$ cat src/rtl/div_radix2_if.sv
// Handshake bundle between the execute stage and the radix-2 divider.
// The stage drives the request side; the divider returns result, ready and stall.
interface div_radix2_if #(
    parameter int WIDTH = 32
);
    logic                 start_i;
    logic                 signed_i;
    logic                 annul_i;
    logic [WIDTH-1:0]     opdata1_i;
    logic [WIDTH-1:0]     opdata2_i;
    logic [2*WIDTH-1:0]   result_o;
    logic                 ready_o;
    logic                 busy_o;

    modport master (
        output start_i, signed_i, annul_i, opdata1_i, opdata2_i,
        input  result_o, ready_o, busy_o
    );

    modport slave (
        input  start_i, signed_i, annul_i, opdata1_i, opdata2_i,
        output result_o, ready_o, busy_o
    );
endinterface

$ cat src/rtl/div_radix2.sv
// Multi-cycle radix-2 restoring divider for DIV/DIVU; one quotient bit per cycle.
// Returns {remainder, quotient} and stalls the pipeline while an operation is in flight.
//
// state    | meaning
// S_IDLE   | waiting for a request; launch cycle already asserts busy
// S_BYZERO | divisor was zero, staging an all-zero result
// S_ON     | iterating, one quotient bit per cycle
// S_END    | result valid, ready high for this single cycle
module div_radix2 #(
    parameter int WIDTH = 32
) (
    input  logic        clk,
    input  logic        resetn,
    div_radix2_if.slave bus
);
    localparam int CNT_W = $clog2(WIDTH);

    typedef enum logic [1:0] {
        S_IDLE   = 2'd0,
        S_BYZERO = 2'd1,
        S_ON     = 2'd2,
        S_END    = 2'd3
    } state_t;

    state_t               r_state;
    state_t               w_next;
    logic [CNT_W-1:0]     r_cnt;
    logic [WIDTH-1:0]     r_rem;
    logic [WIDTH-1:0]     r_quo;
    logic [WIDTH-1:0]     r_div;
    logic                 r_neg_q;
    logic                 r_neg_r;
    logic [2*WIDTH-1:0]   r_result;

    logic                 w_launch;
    logic                 w_last;
    logic                 w_busy;
    logic [WIDTH-1:0]     w_abs1;
    logic [WIDTH-1:0]     w_abs2;
    logic [WIDTH:0]       w_rem_sh;
    logic [WIDTH:0]       w_trial;
    logic [WIDTH-1:0]     w_rem_nxt;
    logic [WIDTH-1:0]     w_quo_nxt;
    logic [WIDTH-1:0]     w_q_fin;
    logic [WIDTH-1:0]     w_r_fin;

    assign w_abs1 = (bus.signed_i && bus.opdata1_i[WIDTH-1]) ? -bus.opdata1_i : bus.opdata1_i;
    assign w_abs2 = (bus.signed_i && bus.opdata2_i[WIDTH-1]) ? -bus.opdata2_i : bus.opdata2_i;

    assign w_launch = (r_state == S_IDLE) && bus.start_i && !bus.annul_i
                      && (bus.opdata2_i != '0);
    assign w_last   = (r_cnt == CNT_W'(WIDTH - 1));

    // The extra top bit of the trial difference is the borrow.
    always_comb begin
        w_rem_sh  = {r_rem, r_quo[WIDTH-1]};
        w_trial   = w_rem_sh - {1'b0, r_div};
        w_rem_nxt = w_rem_sh[WIDTH-1:0];
        w_quo_nxt = {r_quo[WIDTH-2:0], 1'b0};
        if (!w_trial[WIDTH]) begin
            w_rem_nxt = w_trial[WIDTH-1:0];
            w_quo_nxt = {r_quo[WIDTH-2:0], 1'b1};
        end
        w_q_fin = r_neg_q ? -w_quo_nxt : w_quo_nxt;
        w_r_fin = r_neg_r ? -w_rem_nxt : w_rem_nxt;
    end

    always_comb begin
        w_next = r_state;
        w_busy = 1'b0;
        case (r_state)
            S_IDLE: begin
                if (bus.start_i) begin
                    w_busy = 1'b1;
                    w_next = (bus.opdata2_i == '0) ? S_BYZERO : S_ON;
                end
            end
            S_BYZERO: begin
                w_busy = 1'b1;
                w_next = S_END;
            end
            S_ON: begin
                w_busy = 1'b1;
                if (w_last) begin
                    w_next = S_END;
                end
            end
            S_END: begin
                w_next = S_IDLE;
            end
            default: begin
                w_next = S_IDLE;
            end
        endcase
        if (bus.annul_i) begin
            w_next = S_IDLE;
            w_busy = 1'b0;
        end
    end

    always_ff @(posedge clk or negedge resetn) begin
        if (!resetn) begin
            r_state <= S_IDLE;
        end else begin
            r_state <= w_next;
        end
    end

    always_ff @(posedge clk or negedge resetn) begin
        if (!resetn) begin
            r_cnt    <= '0;
            r_rem    <= '0;
            r_quo    <= '0;
            r_div    <= '0;
            r_neg_q  <= 1'b0;
            r_neg_r  <= 1'b0;
            r_result <= '0;
        end else begin
            if (w_launch) begin
                r_cnt   <= '0;
                r_rem   <= '0;
                r_quo   <= w_abs1;
                r_div   <= w_abs2;
                r_neg_q <= bus.signed_i && (bus.opdata1_i[WIDTH-1] ^ bus.opdata2_i[WIDTH-1]);
                r_neg_r <= bus.signed_i && bus.opdata1_i[WIDTH-1];
            end else if (r_state == S_ON) begin
                r_cnt <= r_cnt + CNT_W'(1);
                r_rem <= w_rem_nxt;
                r_quo <= w_quo_nxt;
            end
            // Result only moves on the edge into S_END, so an annulled divide leaves it intact.
            if (r_state == S_ON && w_next == S_END) begin
                r_result <= {w_r_fin, w_q_fin};
            end else if (r_state == S_BYZERO && w_next == S_END) begin
                r_result <= '0;
            end
        end
    end

    assign bus.result_o = r_result;
    assign bus.ready_o  = (r_state == S_END);
    assign bus.busy_o   = w_busy;

endmodule

$ cat src/flat_wrapper.sv
// flat-port wrapper written by rule: the top's interface ports become plain ports
module div_radix2_flat 
#(
    parameter int WIDTH = 32
)
  (clk, resetn, bus_start_i, bus_signed_i, bus_annul_i, bus_opdata1_i, bus_opdata2_i, bus_result_o, bus_ready_o, bus_busy_o);
  div_radix2_if #(.WIDTH(WIDTH)) bus_i ();
  input  logic clk;
  input  logic resetn;
  input wire logic [$bits(bus_i.start_i)-1:0] bus_start_i;
  input wire logic [$bits(bus_i.signed_i)-1:0] bus_signed_i;
  input wire logic [$bits(bus_i.annul_i)-1:0] bus_annul_i;
  input wire logic [$bits(bus_i.opdata1_i)-1:0] bus_opdata1_i;
  input wire logic [$bits(bus_i.opdata2_i)-1:0] bus_opdata2_i;
  output wire logic [$bits(bus_i.result_o)-1:0] bus_result_o;
  output wire logic [$bits(bus_i.ready_o)-1:0] bus_ready_o;
  output wire logic [$bits(bus_i.busy_o)-1:0] bus_busy_o;
  assign bus_i.start_i = bus_start_i;
  assign bus_i.signed_i = bus_signed_i;
  assign bus_i.annul_i = bus_annul_i;
  assign bus_i.opdata1_i = bus_opdata1_i;
  assign bus_i.opdata2_i = bus_opdata2_i;
  assign bus_result_o = bus_i.result_o;
  assign bus_ready_o = bus_i.ready_o;
  assign bus_busy_o = bus_i.busy_o;
  div_radix2 #(.WIDTH(WIDTH)) u_core (.clk(clk), .resetn(resetn), .bus(bus_i));
endmodule
$ cat config.mk
export PLATFORM = sky130hd
export DESIGN_NAME = div_radix2_flat
export DESIGN_NICKNAME = d
export VERILOG_FILES = /design/src/rtl/div_radix2_if.sv /design/src/rtl/div_radix2.sv /design/src/flat_wrapper.sv
export SDC_FILE = /design/constraint.sdc
export NUM_CORES = 1
export LEC_CHECK = 0
export CORE_UTILIZATION = 40
export CTS_CLUSTER_DIAMETER = 100
export DETAILED_ROUTE_END_ITERATION = 16
export HOLD_SLACK_MARGIN = 0.03
export PLACE_DENSITY_LB_ADDON = 0.05
export SLEW_MARGIN = 20
export SYNTH_ARGS = -nofsm -noshare
export SYNTH_HDL_FRONTEND = slang
export SYNTH_SLANG_ARGS = --single-unit
export TNS_END_PERCENT = 20
$ cat constraint.sdc
create_clock -name clk -period 4.81 [get_ports clk]
set_input_delay 0.962 -clock clk [delete_from_list [all_inputs] [get_ports clk]]
set_output_delay 0.962 -clock clk [all_outputs]
set_load 0.005 [all_outputs]
Yosys cells after proc, flatten, opt, wreduce, memory -nomap -nowiden
Index checks and enable logic that the tools add are counted.
- flip-flop bits (word level): 169
- bits in latches: 0
- memory bits (writable): 0
- memory bits (read-only): 0
- input port bits: 69
- output and inout bits: 66
- word-level logic and storage cells: 57
- memories kept: 0
- add/sub/neg operators: 6
- $mul: 0
- divide/modulo/power cells: 0
- order comparisons: 0
- eq/ne operators: 5
- shift-type cells: 0
- mux-type cells: 22
- bitwise logic cells: 1
- reductions and logical operators: 15
- operators by type and width (operator ; number):
    32-bit two-way mux ; 9
    64-bit two-way mux ; 2
    32-bit negator ; 4
    33-bit by 32-bit subtractor with 33-bit output ; 1
    32-bit zero test ; 1
    32-bit nonzero test ; 1
    5-bit two-way mux ; 2
    1-bit logical AND ; 8
    2-bit two-way mux ; 4
    2-bit case mux with 4 select lines ; 1
    2-bit == test, second input constant ; 3
    5-bit by 1-bit adder with 5-bit output, second input constant ; 1
    5-bit == test, second input constant ; 1
    2-bit nonzero test ; 2
    1-bit two-way mux ; 3
    2-bit by 1-bit == test with 1-bit output, second input constant ; 1
    2-bit zero test ; 1
    1-bit case mux with 2 select lines ; 1
    2-bit OR reduction ; 1
    1-bit zero test ; 1
    1-bit bitwise XOR ; 1

Longest topological paths before layout
Gate-level depths: netlist of the first run.
- depth in word-level cells: 9
- depth in mapped cells: 24

Worst setup path after synthesis of the first run
OpenSTA, ideal clock, no wires.
- path kind: register to register
- start point: register u_core.r_quo[31]
- end point: register u_core.r_result[62] (netlist: u_core.bus.result_o[62])
- library setup time: 130 ps
- data arrival time: 4455 ps
- slack: 225 ps
- cell stages (with the launch flop): 23
- buffers on the path: 2
- period minus slack after synthesis: 4585 ps
- path through: dfrtp_1 -> inv_1 -> ha_1 -> inv_1 -> fa_1 -> a211oi_1 -> o211ai_1 -> nand4_1 -> a21o_1 -> mux2_4 -> nor2_4 -> inv_6 -> buf_2 -> buf_1 -> mux2i_1 -> ha_1 -> nand2_1 -> or4_1 -> mux2i_4 -> nand4_1 -> o41ai_2 -> xnor2_1 -> o21ai_1
- cells in the longest elaborated chain, start to end: 5
- ends and longest elaborated chain (item ; line ; text):
    start: declaration ; div_radix2.sv:29 ; logic [WIDTH-1:0] r_quo;
    start signal: assignment ; div_radix2.sv:122 ; r_quo <= w_abs1;
    start signal: assignment ; div_radix2.sv:129 ; r_quo <= w_quo_nxt;
    33-bit by 32-bit subtractor with 33-bit output ; div_radix2.sv:57 ; w_trial = w_rem_sh - {1'b0, r_div};
    32-bit two-way mux * ; div_radix2.sv:60 ; if (!w_trial[WIDTH]) begin
    32-bit negator ; div_radix2.sv:65 ; w_r_fin = r_neg_r ? -w_rem_nxt : w_rem_nxt;
    32-bit two-way mux * ; div_radix2.sv:65 ;
    64-bit two-way mux * ; div_radix2.sv:132 ; if (r_state == S_ON && w_next == S_END) begin
    end signal: assignment ; div_radix2.sv:133 ; r_result <= {w_r_fin, w_q_fin};
    end: declaration ; div_radix2.sv:33 ; logic [2*WIDTH-1:0] r_result;
Mark *: on every way between the ends. The rest lies on a longest branch, timed or not.
A chain may end at the register's enable or synchronous reset.

Worst setup path in the final report of the first run
- start point: register u_core.r_quo[31]
- end point: register u_core.r_result[54] (netlist: u_core.bus.result_o[54])
Same word-level chain as after synthesis.

==> results.toml, run 1 <==
[placement]
dpl.hpwl_um = 28500
gp_congestion = 0.906
portBuffers = 134

[floorplanning]
start_util_pct = 41.1
dieArea_um2 = 31600
die_x_um = 178
fp.coreArea_um2 = 30000
ios = 135
fp-row-count = 63
fp.dieH_um = 178

[logic_synthesis]
syn_nets = 1614
synth_area_um2 = 12300
ys_warn_count = 0
synth_mux_area_share_pct = 5.10
yosysSeqAreaShare_pct = 34.3
yosys.area_share.simple_pct = 19.3
synth_compound_area_share_pct = 22.2
synthArstFlopShare_pct = 100
syn_area_per_cell_um2 = 8.22
synth_cell_types = 86
synth_top_area_share_pct = 34.3
synth-main-ff-cell = "dfrtp_1"
syn_inst = 1501
synthXorXnorAreaFrac_pct = 9.94
synth_top_area_cell = "dfrtp_1"
ys_top_cells_by_area = "dfrtp_1 (34%), o21ai_0 (7.6%), nand2_1 (6.4%)"
synth_edf_count = 0
synth_top_family_by_area = "compound AO/OA/AOI/OAI gates"
ys_ff_latch = 169
synth_fa_ha_area_share_pct = 4.52

[clock_tree]
clk_pin_slew_ns = 0.07
htree_levels = 4
cts_tree = "yes"
cts.sinks = 169
cts_root_buf = "clkbuf_16"
clk_path_buf_depth = 2
clk_latency_ns = 0.45
cts_hold_buf = 0
cts_buffers = 17

[layout]
layout-drive-gt1-share_pct = 5.83
area_delta_synth_final_pct = 18.9
antennaDiodeCount = 0
nets = 1713

[routing]
dr.pass1.iters = 5
drc = 0
ant_nets = 0
vias_per_cell = 5.65
num_vias = 11300
wl_per_cell_um = 19.1
dr.first_iter.drc_count = 912
drt-total-wl_um = 38300

[global_routing]
grt_max_degree = 169
overflow = 0
grtUsageTotal_pct = 25.0
antenna_found_initial = 0
grt_pass1_wl_um = 60300
grt_pass1_vias = 10400

[sta]
max_slew_margin_pct = 38.1
slew_violations = 0
setup-violations-final = 0
period_share_pct = 93.2
finalHoldViolCount = 0
rsz0062_at_grt = "no"
tightest_slew_ns = 0.929
fin_setup_tns_ns = 0
max_clock_freq_ghz = 0.223
period_minus_slack_ns = 4.48
skew_ns = 0.0127

[critical_path]
critPathKind = "register to register"
path_cells = "inv_1 -> ha_1 -> inv_1 -> fa_1 -> a211oi_2 -> o211ai_1 -> nand4_1 -> a21o_1 -> mux2_4 -> nor2_4 -> inv_6 -> mux2i_1 -> ha_1 -> nand2_1 -> or4_1 -> mux2i_4 -> nand3_1 -> o21a_1 -> xor2_1 -> o21ai_0"
worst_setup_path_end_kind = "register"
crit_family = "simple AND/OR/NAND/NOR gates"
slowest_stage = "or4_1"
cp_num_buf_inv = 3
crit_path_max_fanout = 15
startpoint_type = "register"
cp.arrival_ns = 4.85
cp_slowest_stage_delay_ns = 0.46
required_ns = 5.17

[run]
drv_cap = 0

[min_path]
hold_class = "register to register"

[status]
status = "completed"
worst reg2reg max path: stages (launching register included):
cell and delay (ns):
dfrtp_1 0.41, inv_1 0.07, ha_1 0.15, inv_1 0.05, fa_1 0.43, a211oi_2 0.22
o211ai_1 0.20, nand4_1 0.17, a21o_1 0.18, mux2_4 0.34, nor2_4 0.14, inv_6 0.07
mux2i_1 0.20, ha_1 0.22, nand2_1 0.07, or4_1 0.46, mux2i_4 0.29, nand3_1 0.23
o21a_1 0.25, xor2_1 0.13, o21ai_0 0.13
flip-flops by register name, summed over array words and instances (netlist names):
name / flops
u_core.r_neg_r: 1
u_core.r_rem: 32
u_core.r_state: 2
u_core.r_cnt: 5
u_core.bus.result_o: 64
u_core.r_div: 32
u_core.r_neg_q: 1
u_core.r_quo: 32
worst paths after layout:
kind,cells past startpoint,start,endpoint,slack [ns]
min in group asynchronous,1,resetn,u_core.bus.result_o[43],0.48
max,20,u_core.r_quo[31],u_core.bus.result_o[54],0.33
max in group asynchronous,2,resetn,u_core.r_quo[0],3.29
min reg2reg,2,u_core.bus.result_o[14],u_core.bus.result_o[14],0.47
min,2,u_core.bus.result_o[14],u_core.bus.result_o[14],0.47
max reg2reg,20,u_core.r_quo[31],u_core.bus.result_o[54],0.33
cell type report:
| cell class | instances | area [µm²] |
|---|---|---|
| clock buffers | 19 | 433 |
| clock inverters | 12 | 119 |
| fillers | 2994 | 15400 |
| inverters | 53 | 204 |
| multi-input cells | 1192 | 7580 |
| flip-flops and latches | 169 | 4230 |
| well taps | 390 | 488 |
| repair buffers | 167 | 1630 |
cells in the mapped netlist, drive strengths merged (8+ instances only):
master / n
nor2: 122
inv: 53
xnor2: 84
dfrtp: 169
or3: 21
a31oi: 12
a211oi: 41
nand3: 21
o211ai: 8
o21ai: 198
o41ai: 15
xor2: 56
nor3: 33
buf: 21
clkbuf: 66
a21o: 17
or4: 17
a21oi: 67
and2: 10
ha: 43
nand2: 211
o31ai: 22
mux2i: 59
nor4: 16
and3: 10
nand4: 13
cells by family (layout without fill, tap and decap cells):
kind of cell,count (synthesis),in the layout
compound gates,440,440
xor+xnor,140,140
fa+ha+maj,44,44
buf+inv,140,251
flops,169,169
mux,61,61
simple gates,507,507
repair_timing:
| item | in CTS | in global routing |
|---|---|---|
| setup endpoints to repair | 0 | 6 |
| buffers inserted | 0 | 2 |
| resized for setup | 0 | 3 |
layout by cell type (no fill, tap or decap), drive strengths merged, types with 8 or more instances in the layout:
master,n
clkdlybuf4s50,133
inv,57
or4,17
nor4,16
a211oi,41
or3,21
nand3,21
nand2,211
ha,43
mux2i,59
o21ai,198
o31ai,22
nor3,33
dfrtp,169
buf,34
nor2,122
xor2,56
clkbuf,19
a21oi,67
and3,10
o41ai,15
o211ai,8
xnor2,84
and2,10
a21o,17
a31oi,12
nand4,13
layer usage:
metal	vias up	part of all wire [%]	GRT usage, %
met1	5353	50	38.4
met2	358	41	35.0
li1	5552	-	-
met5	-	0	0
met3	45	6.4	4.78
met4	0	1.8	6.59
stage by stage:
stage               hold slack, ns  instances  utilization [%]  cell area (µm²)  worst slack, ns
CTS                          0.485       1999             48.7            14600            0.177
detailed placement           0.469       1968             46.9            14100            0.198
global placement             0.461       1968             46.9            14100            0.309
global route                 0.496       2002             48.9            14700           0.0152
finish                       0.475       2002             48.9            14700            0.326
floorplan                    0.473       1501                -            12300            0.225
Power of run 1 is not shown: default switching activity piles up to over one toggle a cycle in this logic, so the estimate is an artifact.
==> run 2, diff against run 1 <==
DONT_BUFFER_PORTS = 1   (was unset)
==> run 2 against run 1 <==
Via count shrank 4.3%; hold slack lost 0.25 ns; routed wire length increased by 0.68%; first-iteration DRC count decreased by 7.6%; die area did not move; sequential share of layout area up 2.8 points; critical path depth fell by 2; critical path type unchanged; highest routed layer unchanged.
==> results.toml, run 2 (same netlist as run 1, synthesis figures left out) <==
[routing]
num_vias = 10800
ant_nets = 0
dr.pass1.iters = 6
drt-total-wl_um = 38600
vias_per_cell = 5.78
dr.first_iter.drc_count = 843
wl_per_cell_um = 20.6
drc = 0

[clock_tree]
htree_levels = 4
cts_root_buf = "clkbuf_16"
cts_hold_buf = 0
clk_latency_ns = 0.45
cts_tree = "yes"
cts.sinks = 169
cts_buffers = 17
clk_pin_slew_ns = 0.08
clk_path_buf_depth = 2

[sta]
fin_setup_tns_ns = 0
rsz0062_at_grt = "no"
max_slew_margin_pct = 34.1
tightest_slew_ns = 0.988
skew_ns = 0.0134
period_share_pct = 94.8
finalHoldViolCount = 0
max_clock_freq_ghz = 0.219
period_minus_slack_ns = 4.56
slew_violations = 0
setup-violations-final = 0

[critical_path]
cp.arrival_ns = 4.86
crit_cells = 18
r2r_cells = 18
startpoint_type = "register"
crit_family = "compound AO/OA/AOI/OAI gates"
worst_setup_path_end_kind = "register"
path_cells = "ha_1 -> a21o_1 -> a31o_1 -> a311o_1 -> nor4_2 -> mux2_4 -> nor2_4 -> inv_6 -> mux2i_2 -> ha_2 -> nand2_1 -> or4_1 -> mux2i_4 -> buf_4 -> nand2_1 -> o21ai_0 -> xnor2_1 -> o21ai_0"
cp_slowest_stage_delay_ns = 0.45
required_ns = 5.11
critPathKind = "register to register"
crit_path_max_fanout = 9
cp_num_buf_inv = 2
slowest_stage = "dfrtp_1"

[layout]
nets = 1581
seq_area_um2 = 4230
layout_common_cells = "nand2_1 (210), o21ai_0 (187), dfrtp_1 (169)"
final_common_cell = "nand2_1"
multi_input_area_um2 = 7590
fillers = 3092
layout-drive-gt1-share_pct = 6.75
utilization_pct = 44.6
largest_reg_flops = 64
antennaDiodeCount = 0
area_delta_synth_final_pct = 8.51

[placement]
dpl.hpwl_um = 28200
gp_congestion = 0.958
portBuffers = 0

[status]
status = "completed"

[global_routing]
grt_pass1_vias = 10100
overflow = 0
grtUsageTotal_pct = 24.8
grt_max_degree = 170
grt_pass1_wl_um = 60000
antenna_found_initial = 0

[run]
drv_cap = 0

[floorplanning]
dieArea_um2 = 31600
fp.coreArea_um2 = 30000
ios = 135
start_util_pct = 41.1
fp.dieH_um = 178
fp-row-count = 63
die_x_um = 178

[min_path]
hold_class = "input port to async pin"
[run 2: area by class of cell]
type,count,share of cell area [%]
Clock inverter,12,1.16
Multi-Input combinational cell,1192,56.7
Inverter,53,1.52
Timing Repair Buffer,35,2.06
Tap cell,390,3.64
Clock buffer,20,3.34
Sequential cell,169,31.6
[run 2: through the flow]
| stage | instances | instance area [µm²] | setup slack, ns | hold WS [ns] |
|---|---|---|---|---|
| after floorplan | 1501 | 12300 | 0.225 | 0.473 |
| after global placement | 1837 | 12800 | 0.293 | 0.485 |
| after detailed placement | 1837 | 12800 | 0.192 | 0.496 |
| after CTS | 1869 | 13400 | 0.169 | 0.204 |
| after global routing | 1871 | 13400 | 0.0182 | 0.196 |
| final | 1871 | 13400 | 0.249 | 0.221 |
[run 2: per-layer routing]
metal / routed length (µm) / up-vias / track usage [%]
met4: 694 / 0 / 6.48
met5: 0 / - / 0
met3: 2130 / 34 / 4.09
met2: 15500 / 318 / 33.9
li1: - / 5290 / -
met1: 20200 / 5181 / 39.4
[run 2: path summary, 6_finish.rpt]
check	to	start	slack, ns
max	u_core.bus.result_o[42]	u_core.r_rem[22]	0.25
max reg2reg	u_core.bus.result_o[42]	u_core.r_rem[22]	0.25
min in group clk	u_core.bus.result_o[51]	u_core.bus.result_o[51]	0.50
min	u_core.bus.result_o[43]	resetn	0.22
min reg2reg	u_core.bus.result_o[51]	u_core.bus.result_o[51]	0.50
max in group asynchronous	u_core.r_div[14]	resetn	4.19
[run 2: repair_timing]
| action | 4_1_cts | 5_1_grt |
|---|---|---|
| gates resized for setup | 0 | 6 |
| setup buffers | 0 | 2 |
| setup endpoints to repair | 0 | 9 |
Power of run 2 is left out for the same reason.
